<file path="src/rtl/ng_subseq_gen.sv">
`default_nettype none
// ============================================================================
//  Module   : ng_subseq_gen
//  Brief    : Sub-sequence generator. Runs the 12-pulse instruction-cycle
//             timer, holds the sequence (SQ) and stage (ST) registers,
//             inserts at most one counter-increment cycle between instruction
//             cycles, and encodes the 8-bit SUBSEQ word
//             {SB_02, SB_01, SQ[3:0], STB_1, STB_0}.
//  Revision : 1.0 - initial release
// ============================================================================
module ng_subseq_gen (
    input  logic       CLK2,
    input  logic       NPURST,
    input  logic       RUN,
    input  logic       NEWSQ,
    input  logic [3:0] SQ_IN,
    input  logic       STG_ADV,
    input  logic [1:0] STG_NXT,
    input  logic       CNT_REQ,
    input  logic       CNT_DIR,
    output logic       CNT_ACK,
    output logic [7:0] SUBSEQ,
    output logic [3:0] TPULSE,
    output logic       EOC,
    output logic       SEQ_VALID
);

    // Cycle-type encodings held in the SB register
    localparam logic [1:0] c_SB_INSTR = 2'b00;
    localparam logic [1:0] c_SB_PLUS  = 2'b01;
    localparam logic [1:0] c_SB_MINUS = 2'b10;

    // Last time pulse of the cycle (T12)
    localparam logic [3:0] c_TP_LAST  = 4'd11;

    // Counter cycles present no sequence to the decoder
    localparam logic [5:0] c_NO_SEQ   = 6'b111111;

    // Legal-sequence masks, one bit per SQ value, selected by stage
    localparam logic [15:0] c_ST0_MASK = 16'hFE0F; // SQ 0-3, 11-17 (octal)
    localparam logic [15:0] c_ST1_MASK = 16'h0607; // SQ 0, 1, 2, 11, 12
    localparam logic [15:0] c_ST2_MASK = 16'h0C09; // SQ 0, 3, 12, 13
    localparam logic [15:0] c_ST3_MASK = 16'h0000; // no legal sequences

    logic [3:0]  r_tp;
    logic [3:0]  r_sq;
    logic [1:0]  r_st;
    logic [1:0]  r_sb;
    logic        r_cnt_ack;

    logic        w_eoc;
    logic        w_counter_cycle;
    logic [15:0] w_stage_mask;

    assign w_eoc           = RUN & (r_tp == c_TP_LAST);
    assign w_counter_cycle = (r_sb != c_SB_INSTR);

    // Timer, sequence/stage update and counter-cycle arbitration
    always_ff @(posedge CLK2 or negedge NPURST) begin
        if (!NPURST) begin
            r_tp      <= 4'd0;
            r_sq      <= 4'd0;
            r_st      <= 2'd0;
            r_sb      <= c_SB_INSTR;
            r_cnt_ack <= 1'b0;
        end else begin
            // The grant pulse lasts one clock even while the timer is frozen
            r_cnt_ack <= 1'b0;
            if (RUN) begin
                r_tp <= (r_tp == c_TP_LAST) ? 4'd0 : r_tp + 4'd1;
                if (w_eoc) begin
                    // Sequence update applies even when a counter cycle is
                    // inserted; it surfaces once the counter cycle is over
                    if (NEWSQ) begin
                        r_sq <= SQ_IN;
                        r_st <= 2'd0;
                    end else if (STG_ADV) begin
                        r_st <= STG_NXT;
                    end
                    // Only an instruction cycle may be followed by a counter
                    // cycle, so instructions can never starve
                    if (!w_counter_cycle && CNT_REQ) begin
                        r_sb      <= CNT_DIR ? c_SB_MINUS : c_SB_PLUS;
                        r_cnt_ack <= 1'b1;
                    end else begin
                        r_sb      <= c_SB_INSTR;
                    end
                end
            end
        end
    end

    // Select the legal-SQ mask for the stored stage
    always_comb begin
        w_stage_mask = c_ST3_MASK;
        case (r_st)
            2'd0:    w_stage_mask = c_ST0_MASK;
            2'd1:    w_stage_mask = c_ST1_MASK;
            2'd2:    w_stage_mask = c_ST2_MASK;
            default: w_stage_mask = c_ST3_MASK;
        endcase
    end

    assign SEQ_VALID = w_stage_mask[r_sq];
    assign SUBSEQ    = {r_sb, (w_counter_cycle ? c_NO_SEQ : {r_sq, r_st})};
    assign TPULSE    = r_tp;
    assign EOC       = w_eoc;
    assign CNT_ACK   = r_cnt_ack;

endmodule
`default_nettype wire

</file>
<file path="config.mk">
export PLATFORM = sky130hd
export DESIGN_NAME = ng_subseq_gen
export DESIGN_NICKNAME = d
export VERILOG_FILES = /design/src/rtl/ng_subseq_gen.sv
export SDC_FILE = /design/constraint.sdc
export NUM_CORES = 1
export LEC_CHECK = 0
export CAP_MARGIN = 20
export CORE_ASPECT_RATIO = 1.4
export CORE_UTILIZATION = 38
export DETAILED_ROUTE_END_ITERATION = 12
export PLACE_DENSITY = 0.8
export SKIP_LAST_GASP = 1
export SYNTH_ARGS = -nofsm -noshare
export SYNTH_HDL_FRONTEND = slang
export SYNTH_SLANG_ARGS = --single-unit
</file>
<file path="constraint.sdc">
create_clock -name CLK2 -period 1.4 [get_ports CLK2]
set_input_delay 0.14 -clock CLK2 [delete_from_list [all_inputs] [get_ports CLK2]]
set_output_delay 0.14 -clock CLK2 [all_outputs]
set_load 0.02 [all_outputs]
</file>
== After elaboration in Yosys (flattened, before gate mapping) ==
Cells that the tools add are included.

* Add/sub/neg operators: 1
* Reduce and logical (&&, ||, !) cells: 8
* Order comparisons: 1
* Multipliers: 0
* Shifts and indexed selects: 0
* Div/mod/pow operators: 0
* Eq/ne operators: 3
* Multiplexer cells: 12
* Bitwise logic cells: 1

{| class="wikitable"
|+ Operators with widths
! kind !! count
|-
| one-hot mux 16 bit (3 select lines) || 1
|-
| 2-to-1 mux 2 bit || 4
|-
| 2-to-1 mux 6 bit || 1
|-
| AND reduction 3 bit || 2
|-
| less-than comparator 4 x 5 -> 1 bit (second input constant) || 1
|-
| adder 4 x 1 -> 4 bit (second input constant) || 1
|-
| binary-select mux 1 bit (select 4 bit) || 1
|-
| == test 4 bit (second input constant) || 1
|-
| 2-to-1 mux 1 bit || 4
|-
| 2-to-1 mux 4 bit || 1
|-
| nonzero test 2 bit || 2
|-
| == test 2 x 1 -> 1 bit (second input constant) || 1
|-
| == test 2 bit (second input constant) || 1
|-
| zero test 2 bit || 1
|-
| AND reduction 2 bit || 1
|-
| AND 1 bit || 1
|-
| logical AND 1 bit || 1
|-
| zero test 1 bit || 1
|}

* Memories: 0
* Output and inout bits: 15
* ROM bits: 0
* RAM bits: 0
* Latch bits: 0
* Logic and storage cells: 31
* Bits in registers: 13

== Logic depth before layout (Yosys ltp) ==
Gate-level depths: netlist (run 1).

* Word-level depth: 6
* Gate-level depth with buffers: 5

== Worst setup path before layout (run 1) ==
OpenSTA, ideal clock, no wires.

* Kind: register to register
* From: register r_tp[0], in the netlist TPULSE[0]
* To: register r_sq[0]
* Path buffers: 0
* Path slack: -0.205 ns
* Setup time: 0.125 ns
* Data required time: 1.275 ns
* Cell stages (with the launch flop): 6
* Clock period less this slack: 1.605 ns
* Arrival time: 1.480 ns
* Cells stage by stage: dfrtp_1 > ha_1 > nand4b_4 > clkinv_2 > nand2_4 > mux2_4

* Word-level cells in the longest chain between the ends: 3

{| class="wikitable"
|+ Ends and longest elaborated chain
! element !! RTL line !! RTL
|-
| start, declared || 45 || <nowiki>logic [3:0] r_tp;</nowiki>
|-
| start signal, assigned || 70 || <nowiki>r_tp <= (r_tp == c_TP_LAST) ? 4'd0 : r_tp + 4'd1;</nowiki>
|-
| == test 4 bit || 55 || <nowiki>assign w_eoc = RUN & (r_tp == c_TP_LAST);</nowiki>
|-
| AND 1 bit || 55 ||
|-
| named net EOC || 24 || <nowiki>output logic EOC,</nowiki>
|-
| AND reduction 3 bit (no source line) || - ||
|-
| end signal, assigned || 62 || <nowiki>r_sq <= 4'd0;</nowiki>
|-
| end signal, assigned || 75 || <nowiki>r_sq <= SQ_IN;</nowiki>
|-
| end, declared || 46 || <nowiki>logic [3:0] r_sq;</nowiki>
|}

The timed path passes the listed nets, and every way through them passes these cells.
A chain may end at the register's enable or synchronous reset.

== Worst setup path after layout (run 1) ==
* From: register r_st[1]
* To: output SEQ_VALID

* Word-level cells in the longest chain between the ends: 4
* Elaborated cells on any way between the ends: 6

{| class="wikitable"
|+ Ends and longest elaborated chain
! element !! RTL line !! RTL
|-
| start, declared || 47 || <nowiki>logic [1:0] r_st;</nowiki>
|-
| start signal, assigned || 63 || <nowiki>r_st <= 2'd0;</nowiki>
|-
| start signal, assigned || 76 || <nowiki>r_st <= 2'd0;</nowiki>
|-
| start signal, assigned || 78 || <nowiki>r_st <= STG_NXT;</nowiki>
|-
| == test 2 bit, or another cell as far along || 96 || <nowiki>case (r_st)</nowiki>
|-
| one-hot mux 16 bit (3 select lines) (*) || 96 ||
|-
| binary-select mux 1 bit (select 4 bit) (*) || 104 || <nowiki>assign SEQ_VALID = w_stage_mask[r_sq];</nowiki>
|-
| 2-to-1 mux 1 bit (implied by the code) (*) || 104 ||
|-
| end, declared || 25 || <nowiki>output logic SEQ_VALID</nowiki>
|}

Every way passes the cells marked *; elsewhere a longest branch is shown, timed or not. The select of a mux whose other input is x is not followed.

==> results of run 1 <==
==> layer usage <==
layer | GRT usage | up-vias | routed length [um]
li1 | - | 355 | -
met1 | 0.217 | 387 | 949
met2 | 0.358 | 22 | 1360
met3 | 0.0331 | 4 | 68
met4 | 0.132 | 0 | 48
met5 | 0 | - | 0
==> critical path, stage by stage (launching register included) <==
cell	delay [ns]
dfrtp_2	0.45
buf_6	0.15
nor4_4	0.32
nor4_2	0.09
nand3_1	0.11
buf_6	0.12
==> layout make-up <==
class	count	area [sq um]
Clock buffer	4	26.3
Sequential cell	13	335
Inverter	3	16.3
Multi-Input combinational cell	47	494
Fill cell	107	395
Tap cell	20	25.0
Timing Repair Buffer	53	487
==> through the flow <==
| step | cell area, sq um | hold WS, ns | util | setup WS [ns] | TNS [ns] |
|---|---|---|---|---|---|
| detailed placement | 1170 | 0.467 | 0.660 | -0.278 | -1.79 |
| finish | 1380 | 0.160 | 0.778 | -0.261 | -0.588 |
| global route | 1380 | 0.191 | 0.778 | -0.317 | -0.938 |
| global placement | 1170 | 0.466 | 0.660 | -0.222 | -1.65 |
| CTS | 1220 | 0.171 | 0.688 | -0.185 | -0.242 |
| floorplan | 744 | -0.156 | - | -0.0241 | -0.0963 |
==> placed cells by master, fill, tap and decap left out, drive strengths merged, types with 4 or more instances in the layout <==
master	count
dfrtp	13
clkdlybuf4s50	13
dlygate4sd2	6
buf	34
or3	6
clkbuf	4
mux2	6
nand2	4
o21ai	5
==> repair_timing <==
action / CTS / global route
setup endpoints to repair: 18 / 8
buffers inserted: 5 / 5
resized for setup: 53 / 26
pin swaps: 5 / 4
==> power by group <==
part | total [W] | leakage (nW) | switching [W] | internal, W
clock | 0.000239 | 0.0150 | 0.000128 | 0.000111
combinational | 0.00212 | 0.477 | 0.000894 | 0.00122
sequential | 0.000819 | 0.152 | 0.000272 | 0.000547
==> logic make-up after synthesis <==
family                     count (synthesis)  share of synthesized area
and+or+nand+nor                           28                      0.293
DFF                                       13                      0.448
buffers and inverters                      3                     0.0172
muxes                                      6                      0.114
AOI/OAI and AO/OA                         12                      0.110
adders and majority gates                  1                     0.0172
==> flip-flops by register name (all words and copies together) (netlist names) <==
| signal | flops |
|---|---|
| r_st | 2 |
| TPULSE | 4 |
| CNT_ACK | 1 |
| r_sq | 4 |
| r_sb | 2 |
==> final timing paths <==
check	startpoint	end	slack (ns)	cells after the start
max in group asynchronous	NPURST	r_sb[0]	1.06	2
max reg2reg	TPULSE[0]	r_sb[0]	0	5
max	r_st[1]	SEQ_VALID	-0.26	5
min reg2reg	r_sb[0]	CNT_ACK	0.65	2
min	NPURST	TPULSE[2]	0.16	2
min in group CLK2	CNT_REQ	CNT_ACK	0.46	2
==> qor.yml, run 1 <==
fin_ws_ns: -0.261
place_inst: 128
drive_gt1_frac: 0.558
fmax_mhz: 602
synth.avg_cell_area_sq_um: 11.5
end_kind: "output port"
peakVddDrop_uv: 1250
cts_tree: "built"
setup_violations: 7
ys_seq_area_frac: 0.448
syn-num-nets: 77
clk_pin_slew_ns: 0.08
coreArea_sq_um: 1780
initial_core_util: 0.408
antenna_found_initial: 0
io_pins: 28
grt_usage: 0.204
hold_viol: 0
clock_path_buffers: 2
critPathRequiredTime_ns: 1.26
ys_ff_latch: 13
finalCriticalPeriod_ns: 1.66
synth.most_common_cell: "dfrtp_1"
hold_class: "in -> async"
netlist_instances: 63
numCtsBuffers: 3
slew_headroom: 0.764
p_per_area_nw_per_um2: 2290
dieArea_sq_um: 2090
cts_max_level: 1
ys.flop_type: "dfrtp_1"
grt_pass1_wl_um: 2890
diodes: 0
synth_top_cell_by_area: "dfrtp_1"
routed_wl_um: 2430
async_flop_share: 1.00
instances_no_fill: 140
cts_hold_buf: 0
gp_congestion: 0.759
vias: 768
setup.worst_path.class: "reg -> out"
drtIter0Drc: 18
fp.dieH_um: 53.7
p_leak_nw: 0.643
netlist_area_sq_um: 726
cp_max_fo: 3
fin_skew_ns: 0.00303
rsz0062_at_grt: "yes"
finalMaxSlewViolations: 0
power.total_w: 0.00317
clock-sinks: 13
min_period_over_period: 1.19
violations: "setup timing"
antenna_left: 0
insertion_delay_ns: 0.28
via_per_inst: 5.49
cp.arrival_ns: 1.52
synth_edf_count: 0
die_x_um: 38.9
drv_cap: 0
synthTopCellsByArea: "dfrtp_1 45%, mux2_4 8.3%, or3_1 5.2%"
design.final.nets: 135
dp.final_hpwl_um: 1360
synth_commonest_cells: "13 x dfrtp_1, 6 x or3_1, 5 x o21ai_0"
cts_root_buf: "clkbuf_4"
cp-start-kind: "register"
overflow: 0
core.rowCount: 18
area_delta_synth_final_pct: 90.7
drc_errors: 0
synth_cell_types: 23
yosys_warnings: 0
status: "finished with violations"
grt_pass1_vias: 674
dr.pass1.iters: 4
port_buffers: 27
grt_max_degree: 14
netlist.area_leader.share: 0.448
worst_pin_slew_ns: 0.349
wl_per_cell_um: 17.4
Note: power is estimated with default switching activity, not from simulation.
==> run 2, diff against run 1 <==
--- a/config.mk
+++ b/config.mk
@@ -8,8 +8,9 @@
 export CAP_MARGIN = 20
 export CORE_ASPECT_RATIO = 1.4
 export CORE_UTILIZATION = 38
+export CTS_CLUSTER_DIAMETER = 50
 export DETAILED_ROUTE_END_ITERATION = 12
-export PLACE_DENSITY = 0.8
+export PLACE_DENSITY_LB_ADDON = 0.2
 export SKIP_LAST_GASP = 1
 export SYNTH_ARGS = -nofsm -noshare
 export SYNTH_HDL_FRONTEND = slang
==> qor.yml, run 2 (synthesis gave the netlist of run 1 again) <==
clock_path_buffers: 2  # unchanged
grt_usage: 0.197  # was 0.204
io_pins: 28  # unchanged
final_cell_mix: "15 x buf_4, 13 x clkdlybuf4s50_1, 10 x dfrtp_2"  # was 21 x buf_4, 13 x clkdlybuf4s50_1, 13 x buf_6
hold_class: "in -> async"  # unchanged
grt_max_degree: 14  # unchanged
drive_gt1_frac: 0.509  # was 0.558
end_kind: "output port"  # unchanged
finalMaxSlewViolations: 0  # unchanged
port_buffers: 27  # unchanged
placedInstanceArea_sq_um: 1170  # about the same
p_per_area_nw_per_um2: 2160  # was 2290 nW/um^2
min_period_over_period: 1.12  # was 1.19
cts_max_level: 1  # unchanged
dr.pass1.iters: 4  # unchanged
cts_root_buf: "clkbuf_4"  # unchanged
hold_slack_ns: 0.170  # was 0.160 ns
p_leak_nw: 0.593  # was 0.643 nW
cp-startpoint: "r_sq[0]"  # was r_st[1]
clk_pin_slew_ns: 0.08  # about the same
violations: "setup timing"  # unchanged
setup.worst_path.class: "reg -> out"  # unchanged
clock-sinks: 13  # unchanged
wl_per_cell_um: 13.4  # was 17.4 um
fin_ws_ns: -0.169  # was -0.261 ns
grt_pass1_vias: 653  # was 674
coreArea_sq_um: 1780  # unchanged
hold_viol: 0  # unchanged
status: "finished with violations"  # unchanged
slew_headroom: 0.815  # was 0.764
antenna_left: 0  # unchanged
critPathRequiredTime_ns: 1.26  # about the same
routed_wl_um: 1760  # was 2430 um
drtIter0Drc: 3  # was 18
final_common_cell: "buf_4"  # unchanged
design.final.nets: 127  # was 135
fin_skew_ns: 0.00285  # was 0.00303 ns
drv_cap: 0  # unchanged
insertion_delay_ns: 0.27  # was 0.28 ns
gp_congestion: 0.759  # about the same
cts_tree: "built"  # unchanged
cp_slowest_cell: "dfrtp_2"  # unchanged
core.rowCount: 18  # unchanged
finalCriticalPeriod_ns: 1.57  # was 1.66 ns
die_x_um: 38.9  # unchanged
fmax_mhz: 637  # was 602 MHz
dp_slack_ns: -0.252  # was -0.278 ns
vias: 696  # was 768
critPathTopFamily: "simple AND/OR/NAND/NOR gates"  # unchanged
area_delta_synth_final_pct: 74.1  # was 90.7%
grt_pass1_wl_um: 2780  # was 2890 um
cp_max_fo: 4  # was 3
crit_buf_inv: 2  # unchanged
cp.arrival_ns: 1.43  # was 1.52 ns
finalInstanceArea_sq_um: 1260  # was 1380 sq um
initial_core_util: 0.408  # unchanged
setup_violations: 5  # was 7
dieArea_sq_um: 2090  # unchanged
diodes: 0  # unchanged
dp.final_hpwl_um: 1310  # was 1360 um
numCtsBuffers: 3  # unchanged
worst_pin_slew_ns: 0.274  # was 0.349 ns
overflow: 0  # unchanged
rsz0062_at_grt: "yes"  # unchanged
via_per_inst: 5.27  # was 5.49
peakVddDrop_uv: 1100  # was 1250 uV
antenna_found_initial: 0  # unchanged
crit_chain: "buf_4 -> nor4b_1 -> nor4_1 -> nand3_1 -> buf_6"  # was buf_6 -> nor4_4 -> nor4_2 -> nand3_1 -> buf_6
place_inst: 127  # was 128
drc_errors: 0  # unchanged
fp.dieH_um: 53.7  # unchanged
instances_no_fill: 132  # was 140
max_stage_delay_ns: 0.43  # was 0.45 ns
cp-start-kind: "register"  # unchanged
r2r-start: "TPULSE[1]"  # was TPULSE[0]
## run 2: cell count changes in the layout (fill, tap and decap cells not counted), moves of 2 or more
cell / change
buf_2: +2
buf_4: -6
buf_6: -4
dfrtp_1: -2
dfrtp_2: +2
nor4_1: +2
nor4_4: -2
nor4bb_2: -2
## run 2: per-layer routing
layer  vias up  track usage  share of wire
met5         -            0              0
met4         0        0.103         0.0062
met3         2       0.0248          0.041
met2        21        0.336           0.51
met1       333        0.233           0.44
li1        340            -              -
## run 2: final cells by class
cell class,count,area (sq um)
fill,137,515
multi-input combinational,47,452
timing repair buffer,45,407
sequential,13,338
clock buffer,4,26.3
tap,20,25.0
inverter,3,16.3
## run 2: final timing paths
kind                            cells past startpoint  slack (ns)         to
worst max-delay path                                5       -0.17  SEQ_VALID
worst min-delay path                                2        0.17  TPULSE[2]
worst max register to register                      5        0.05    r_sb[1]
worst min register to register                      2        0.63  TPULSE[3]
max in group asynchronous                           2        1.05    r_sq[3]
min in group CLK2                                   2        0.48    r_sq[0]
## run 2: worst reg2reg max path, delay by kind of cell (launching register included)
family	cells	cell delay, ns
compound gates	1	0.17
fa+ha+maj	1	0.17
buf+inv	1	0.16
flops	1	0.40
simple gates	2	0.40
## run 2: repair_timing
item	4_1_cts	5_1_grt
resized for setup	44	25
setup buffers	0	2
hold buffers	0	0
pin swaps	1	7
setup endpoints to repair	18	10
## run 2: through the flow
stage	power, W	TNS [ns]	util
floorplan	0.00153	-0.0963	-
global placement	0.00236	-1.60	0.656
detailed placement	0.00240	-1.76	0.656
CTS	0.00245	-0.415	0.646
global route	0.00292	-0.805	0.710
finish	0.00273	-0.411	0.710
## run 2: power breakdown
group / internal (W) / leakage (nW) / switching (W)
Combinational: 0.000965 / 0.429 / 0.000723
Sequential: 0.000553 / 0.149 / 0.000256
Clock: 0.000110 / 0.0150 / 0.000123
